==> config.mk <==
export PLATFORM = sky130hd
export DESIGN_NAME = muldiv_seq
export DESIGN_NICKNAME = d
export VERILOG_FILES = /design/src/rtl/muldiv_pkg.sv /design/src/rtl/muldiv_core.sv /design/src/rtl/muldiv_seq.sv
export SDC_FILE = /design/constraint.sdc
export NUM_CORES = 1
export LEC_CHECK = 0
export CAP_MARGIN = 20
export CORE_ASPECT_RATIO = 2
export CORE_MARGIN = 1.5
export CORE_UTILIZATION = 50
export CTS_CLUSTER_SIZE = 28
export DETAILED_ROUTE_END_ITERATION = 10
export MAX_ROUTING_LAYER = met4
export PLACE_DENSITY = 0.71
export SLEW_MARGIN = 10
export SYNTH_ARGS = -nofsm -noshare
export SYNTH_HDL_FRONTEND = slang
export SYNTH_SLANG_ARGS = --single-unit
==> constraint.sdc <==
create_clock -name clk -period 5.7 [get_ports clk]
set_input_delay 0.57 -clock clk [delete_from_list [all_inputs] [get_ports clk]]
set_output_delay 0.57 -clock clk [all_outputs]
set_load 0.01 [all_outputs]
==> src/rtl/muldiv_pkg.sv <==
// Shared definitions for the iterative RV32M multiply/divide unit:
// funct3 opcode encodings, sequencer state encodings and operand-sign helpers.
package muldiv_pkg;

  localparam int unsigned MULDIV_W = 32;

  typedef enum logic [2:0] {
    F3_MUL    = 3'b000,
    F3_MULH   = 3'b001,
    F3_MULHSU = 3'b010,
    F3_MULHU  = 3'b011,
    F3_DIV    = 3'b100,
    F3_DIVU   = 3'b101,
    F3_REM    = 3'b110,
    F3_REMU   = 3'b111
  } m_op_t;

  typedef enum logic [1:0] {
    S_IDLE = 2'b00,
    S_CALC = 2'b01,
    S_DONE = 2'b10
  } state_t;

  // Divide-class ops live in the upper half of the funct3 space
  function automatic logic op_is_div(input m_op_t op);
    return op[2];
  endfunction

  // rs1 is signed for everything except the fully unsigned variants
  function automatic logic op_a_signed(input m_op_t op);
    return !(op == F3_MULHU || op == F3_DIVU || op == F3_REMU);
  endfunction

  // rs2 is signed only for MUL, MULH, DIV and REM
  function automatic logic op_b_signed(input m_op_t op);
    return (op == F3_MUL || op == F3_MULH || op == F3_DIV || op == F3_REM);
  endfunction

endpackage

==> src/rtl/muldiv_core.sv <==
// Datapath of the iterative multiply/divide unit.
// Holds a 2W accumulator ({high, low}) and a W-bit operand register and performs one
// shift-add (multiply) or restoring shift-subtract (divide) iteration per i_step.
// Ports:
//   clk, rst   clock and synchronous active-high reset
//   i_init     load accumulator with {0, i_a_mag} and operand register with i_b_mag
//   i_step     advance one iteration
//   i_div      1 = divide iteration, 0 = multiply iteration
//   i_neg      negate the final value (2W for multiply, selected word for divide)
//   i_sel_hi   select the high word (MULH*, REM*) instead of the low word
//   o_res_c    combinational result taken from the post-step accumulator value
module muldiv_core #(
  parameter int unsigned DATA_WIDTH = 32
) (
  input  logic                  clk,
  input  logic                  rst,
  input  logic                  i_init,
  input  logic                  i_step,
  input  logic                  i_div,
  input  logic                  i_neg,
  input  logic                  i_sel_hi,
  input  logic [DATA_WIDTH-1:0] i_a_mag,
  input  logic [DATA_WIDTH-1:0] i_b_mag,
  output logic [DATA_WIDTH-1:0] o_res_c
);

  localparam int unsigned W  = DATA_WIDTH;
  localparam int unsigned W2 = 2 * DATA_WIDTH;

  logic [W2-1:0] r_acc;
  logic [W-1:0]  r_opb;

  logic [W-1:0]  w_hi;
  logic [W-1:0]  w_lo;
  logic [W:0]    w_mul_sum;
  logic [W2-1:0] w_mul_nxt;
  logic [W:0]    w_rem_sh;
  logic [W:0]    w_diff;
  logic          w_fits;
  logic [W2-1:0] w_div_nxt;
  logic [W2-1:0] w_acc_nxt;
  logic [W2-1:0] w_full;
  logic [W-1:0]  w_word;

  assign w_hi = r_acc[W2-1:W];
  assign w_lo = r_acc[W-1:0];

  // Multiply: add multiplicand into the high half when the multiplier LSB is set, then shift right
  assign w_mul_sum = {1'b0, w_hi} + (r_acc[0] ? {1'b0, r_opb} : (W+1)'(0));
  assign w_mul_nxt = {w_mul_sum, w_lo[W-1:1]};

  // Divide: shift the next dividend bit into the partial remainder, subtract if it fits
  assign w_rem_sh  = {w_hi, w_lo[W-1]};
  assign w_diff    = w_rem_sh - {1'b0, r_opb};
  assign w_fits    = (w_rem_sh >= {1'b0, r_opb});
  assign w_div_nxt = {(w_fits ? w_diff[W-1:0] : w_rem_sh[W-1:0]), w_lo[W-2:0], w_fits};

  assign w_acc_nxt = i_div ? w_div_nxt : w_mul_nxt;

  // Product sign applies to the full 2W value; quotient/remainder signs apply per word
  always_comb begin
    w_full  = (i_neg && !i_div) ? (W2'(0) - w_acc_nxt) : w_acc_nxt;
    w_word  = i_sel_hi ? w_full[W2-1:W] : w_full[W-1:0];
    o_res_c = (i_neg && i_div) ? (W'(0) - w_word) : w_word;
  end

  always_ff @(posedge clk) begin
    if (rst) begin
      r_acc <= '0;
      r_opb <= '0;
    end else if (i_init) begin
      r_acc <= {W'(0), i_a_mag};
      r_opb <= i_b_mag;
    end else if (i_step) begin
      r_acc <= w_acc_nxt;
    end
  end

endmodule

==> src/rtl/muldiv_seq.sv <==
// Iterative RV32M multiply/divide unit for the execute stage.
// Accepts one M-op, stalls the front of the pipeline via busy while the
// 1-bit-per-cycle engine runs, then presents the result with a one-cycle done pulse.
// Ports:
//   clk, rst          clock and synchronous active-high reset
//   start_e           M-op valid in E
//   funct3_e          operation select
//   src_a_e, src_b_e  rs1 / rs2 operands
//   flush_e           redirect flush, cancels the op in E
//   busy              stall request (combinational)
//   done              one-cycle result-valid pulse
//   result            final value, held until the next done
module muldiv_seq
  import muldiv_pkg::*;
#(
  parameter int unsigned DATA_WIDTH = MULDIV_W
) (
  input  logic                  clk,
  input  logic                  rst,
  input  logic                  start_e,
  input  logic [2:0]            funct3_e,
  input  logic [DATA_WIDTH-1:0] src_a_e,
  input  logic [DATA_WIDTH-1:0] src_b_e,
  input  logic                  flush_e,
  output logic                  busy,
  output logic                  done,
  output logic [DATA_WIDTH-1:0] result
);

  localparam int unsigned W     = DATA_WIDTH;
  localparam int unsigned CNT_W = $clog2(DATA_WIDTH);
  localparam logic [W-1:0] MIN_NEG = {1'b1, {(W-1){1'b0}}};

  state_t           r_state;
  state_t           w_state_nxt;
  m_op_t            r_op;
  logic [CNT_W-1:0] r_cnt;
  logic             r_neg;
  logic [W-1:0]     r_result;

  m_op_t            w_op;
  logic             w_a_neg;
  logic             w_b_neg;
  logic [W-1:0]     w_a_mag;
  logic [W-1:0]     w_b_mag;
  logic             w_neg;
  logic             w_div0;
  logic             w_ovf;
  logic             w_special;
  logic [W-1:0]     w_special_res;
  logic             w_accept;
  logic             w_init;
  logic             w_step;
  logic             w_res_ld;
  logic [W-1:0]     w_res_nxt;
  logic             w_sel_hi;
  logic [W-1:0]     w_core_res;

  // Operand decode: magnitudes and final-result sign
  assign w_op     = m_op_t'(funct3_e);
  assign w_a_neg  = op_a_signed(w_op) & src_a_e[W-1];
  assign w_b_neg  = op_b_signed(w_op) & src_b_e[W-1];
  assign w_a_mag  = w_a_neg ? (W'(0) - src_a_e) : src_a_e;
  assign w_b_mag  = w_b_neg ? (W'(0) - src_b_e) : src_b_e;
  // Remainder follows the dividend; product and quotient follow the operand sign XOR
  assign w_neg    = (w_op == F3_REM) ? w_a_neg : (w_a_neg ^ w_b_neg);

  // Divide-by-zero and signed overflow resolve without iterating
  assign w_div0    = op_is_div(w_op) && (src_b_e == '0);
  assign w_ovf     = (w_op == F3_DIV || w_op == F3_REM) &&
                     (src_a_e == MIN_NEG) && (src_b_e == '1);
  assign w_special = w_div0 | w_ovf;

  always_comb begin
    w_special_res = '0;
    if (w_div0) begin
      w_special_res = w_op[1] ? src_a_e : '1;
    end else begin
      w_special_res = w_op[1] ? '0 : MIN_NEG;
    end
  end

  assign w_accept = start_e & ~flush_e;

  // MUL and DIV/DIVU take the low word; MULH* and REM* the high word
  assign w_sel_hi = r_op[2] ? r_op[1] : (r_op[1:0] != 2'b00);

  muldiv_core #(
    .DATA_WIDTH (DATA_WIDTH)
  ) u_core (
    .clk      (clk),
    .rst      (rst),
    .i_init   (w_init),
    .i_step   (w_step),
    .i_div    (r_op[2]),
    .i_neg    (r_neg),
    .i_sel_hi (w_sel_hi),
    .i_a_mag  (w_a_mag),
    .i_b_mag  (w_b_mag),
    .o_res_c  (w_core_res)
  );

  // State register
  always_ff @(posedge clk) begin
    if (rst) begin
      r_state <= S_IDLE;
    end else begin
      r_state <= w_state_nxt;
    end
  end

  // Next-state and control decode
  always_comb begin
    w_state_nxt = r_state;
    busy        = 1'b0;
    done        = 1'b0;
    w_init      = 1'b0;
    w_step      = 1'b0;
    w_res_ld    = 1'b0;
    w_res_nxt   = r_result;
    case (r_state)
      S_IDLE: begin
        if (w_accept) begin
          busy = 1'b1;
          if (w_special) begin
            w_state_nxt = S_DONE;
            w_res_ld    = 1'b1;
            w_res_nxt   = w_special_res;
          end else begin
            w_state_nxt = S_CALC;
            w_init      = 1'b1;
          end
        end
      end
      S_CALC: begin
        busy = 1'b1;
        if (flush_e) begin
          w_state_nxt = S_IDLE;
        end else begin
          w_step = 1'b1;
          if (r_cnt == '0) begin
            w_state_nxt = S_DONE;
            w_res_ld    = 1'b1;
            w_res_nxt   = w_core_res;
          end
        end
      end
      S_DONE: begin
        // A start_e seen here is the same stalled instruction
        done        = 1'b1;
        w_state_nxt = S_IDLE;
      end
      default: begin
        w_state_nxt = S_IDLE;
      end
    endcase
  end

  // Op context, iteration counter and result register
  always_ff @(posedge clk) begin
    if (rst) begin
      r_op     <= F3_MUL;
      r_neg    <= 1'b0;
      r_cnt    <= '0;
      r_result <= '0;
    end else begin
      if (r_state == S_IDLE && w_accept) begin
        r_op  <= w_op;
        r_neg <= w_neg;
      end
      if (w_init) begin
        r_cnt <= CNT_W'(DATA_WIDTH - 1);
      end else if (w_step) begin
        r_cnt <= r_cnt - CNT_W'(1);
      end
      if (w_res_ld) begin
        r_result <= w_res_nxt;
      end
    end
  end

  assign result = r_result;

endmodule

==> key figures <==
Global routing
  • First-pass GRT wire length: 111.6 mm
  • Largest net degree at the start of global routing: 69
  • Initial antenna violation count: 6
  • Vias in the first global route: 19340
  • GR Overflow Total: 0
  • Tot GR Track Use: 47.55%

Synthesis
  • Post-synth top area share: 17.92%
  • Commonest cells in the netlist: nor2_1 (251), nand2_1 (237), a21oi_1 (193)
  • Gate Count Post-Synth: 2219
  • Ys Warns: 0
  • Number of flops mapped to enable cells by yosys: 0
  • Ranking of synthesized cells by area: dfxtp_1 (18%), a21oi_1 (6.2%), nor2_1 (6.1%)
  • Top_reg_cell synth: dfxtp_1
  • Syn Area/Cell: 6.999 µm²
  • Most numerous cell in the Yosys netlist: nor2_1
  • Post-synthesis sequential area ratio: 17.92%
  • Post-Syn Nets: 2363
  • Area leader, netlist: dfxtp_1
  • Count of different cell masters after synthesis: 99
  • Asr flop ratio synth: 0%
  • #FFs+latches synth: 139
  • Netlist Area Pre-Place: 15530 µm²

Worst setup path
  • Arrival time at the worst endpoint: 6150 ps
  • Worst r2r path cells: 23
  • Startpoint type of the worst setup path: register
  • CP required: 6010 ps
  • CP Capture Type: register
  • Crit Path Class: register to register
  • Worst Path Max Fanout: 10

Flow run
  • Max-cap violations: 0

Routing
  • Final WL: 74.98 mm
  • Starting DRT DRC Count: 1491
  • Vias per cell: 6.635
  • Post-DRT Antenna Nets: 0
  • DRC Markers: 0
  • DR pass1 iterations: 6
  • Via count: 19620
  • Per-cell routed wire length: 25.36 µm

STA
  • Final worst slack: -138.0 ps
  • Worst Skew: 14.24 ps
  • Fmax: 171.3 MHz
  • Final Setup Violations: 10
  • Setup TNS: -674.6 ps
  • Final Slew Violations: 0
  • Slew @ Worst Pin: 1214 ps
  • Final Cycle Share: 102.4%
  • Final Hold Fails: 0
  • Tmin final: 5838 ps
  • RSZ-0062 raised after global routing: true
  • WHS: 460.6 ps
  • Slew headroom: 18.80%

Clocking
  • CTS clock-pin slew for the worst setup and hold paths: 70 ps
  • Maximum clock insertion buffer count: 2
  • CTS tree: built
  • Clk sinks: 139
  • Worst-skew pair later-pin latency: 470 ps
  • CTS Hold Bufs: 0
  • Clock Tree Root: clkbuf_16
  • H-tree depth: 4
  • TritonCTS Buffers: 17

Min path
  • Worst hold path type: register to register
  • Worst Hold Path Cells: 2

Outcome
  • Failing checks: negative setup slack
  • Status: finished with violations

Pwr
  • Max rail drop VDD: 247.4 µV
  • Pwr Total: 4.028 mW
  • Combinational power share: 46.0%
  • Sw Ratio: 41.12%
  • Switch Pwr: 1.656 mW
  • Leak: 8.125 nW
  • Cell Int Power: 2.372 mW
  • Clk pwr share: 27.7%
  • Pwr Density: 197.4 nW/µm²
  • Sequential share of power: 26.3%

Placement
  • Post-DP HPWL: 57.58 mm
  • Final Wtd Congestion: 1.109
  • # port buffers: 104
  • Dpl cells: 2902

Floorplan
  • Initial Util: 50.52%
  • Core area: 30740 µm²
  • Num rows: 91
  • # IOs: 105
  • Die footprint: 32190 µm²
  • Die width: 127.6 µm
  • Die Y-Extent: 252.2 µm

Layout
  • Share of cells above drive strength 1: 20.67%
  • Final net count: 2710
  • Filler cell count: 2804
  • Area growth syn-to-layout: 31.43%
  • Area of the multi-input gates: 12450 µm²
  • Final cell count without fillers: 2957
  • Reg area: 2789 µm²
## kinds of logic after synthesis
group / synth area share [%]
flops: 17.92
simple gates: 28.25
fa+ha+maj: 5.978
compound gates: 30.84
buf+inv: 5.301
xor+xnor: 7.614
mux: 4.101
## repair_timing
item                                    in CTS  in global routing
buffers inserted                             2                 15
pin swaps                                    7                 38
endpoints found under the setup margin      14                 20
gates resized for setup                     15                 74
endpoints found under the hold margin        0                  0
## placed cells by master (no fill, tap or decap), types with 41 or more instances in the layout
cell and count:
dfxtp_1 136, or3_1 41, o21ai_0 130, nand3_1 49, a211oi_1 55, buf_4 343, nand2_1 236, and2_1 55
xor2_1 68, clkdlybuf4s50_1 103, xnor2_1 65, ha_1 64, inv_1 68, nor3_1 59, a21oi_1 186, nor2_1 247
## metal layers
layer	GRT usage (%)	share of wire [%]
met1	42.22	32
met2	78.72	48
met3	12.89	7.3
met4	48.44	13
met5	-	0
## final timing paths
path                                  startpoint               end  slack, ps
worst max-delay path             u_core.r_opb[9]        result[29]       -140
worst min-delay path            u_core.r_acc[31]  u_core.r_acc[31]        460
worst max register to register   u_core.r_opb[9]        result[29]       -140
worst min register to register  u_core.r_acc[31]  u_core.r_acc[31]        460
## worst max-delay path, cell delays in order, from the launching register on
cell,delay [ps]
dfxtp_2,360
clkinvlp_4,270
ha_4,280
a21oi_4,150
o211ai_1,190
buf_4,180
buf_4,120
a221o_1,400
o21ai_2,170
buf_4,210
a311oi_1,110
buf_4,150
a311oi_4,470
a21oi_1,150
or4_4,600
nor4b_4,430
buf_4,190
nand3b_1,130
buf_6,180
buf_4,140
o31ai_4,250
mux2i_1,140
a21oi_1,280
a21oi_1,110
## state kept, by name, indices dropped and copies added, names as in the netlist
name / flops
r_op: 3
r_neg: 1
result: 32
u_core.r_opb: 32
r_state: 2
r_cnt: 5
u_core.r_acc: 64
## cell type report
type                       instances  share of cell area, %
clock buffer                      18                  2.152
tap                              372                  2.280
sequential                       139                  13.66
antenna                            6                0.07356
multi-input combinational       1875                  61.00
clock inverter                    14                 0.5578
timing repair buffer             462                  18.94
inverter                          71                  1.336
## power groups by stage
stage	Sequential [mW]	Combinational, mW	Clock [mW]
3_5_place_dp	1.08	1.66	0
4_1_cts	1.06	1.68	1.12
3_3_place_gp	1.08	1.64	0
5_1_grt	1.06	1.95	1.16
6_report	1.06	1.85	1.11
2_1_floorplan	1.07	0.900	0
## stage by stage
stage	setup slack (ps)	util, %	cell area (µm²)
2_1_floorplan	13.55	-	15630
3_3_place_gp	-320.0	62.70	19270
3_5_place_dp	-404.0	62.70	19270
4_1_cts	13.55	64.77	19910
5_1_grt	-272.9	66.39	20410
6_report	-138.0	66.39	20410
Power figures use the tool's default switching activity.
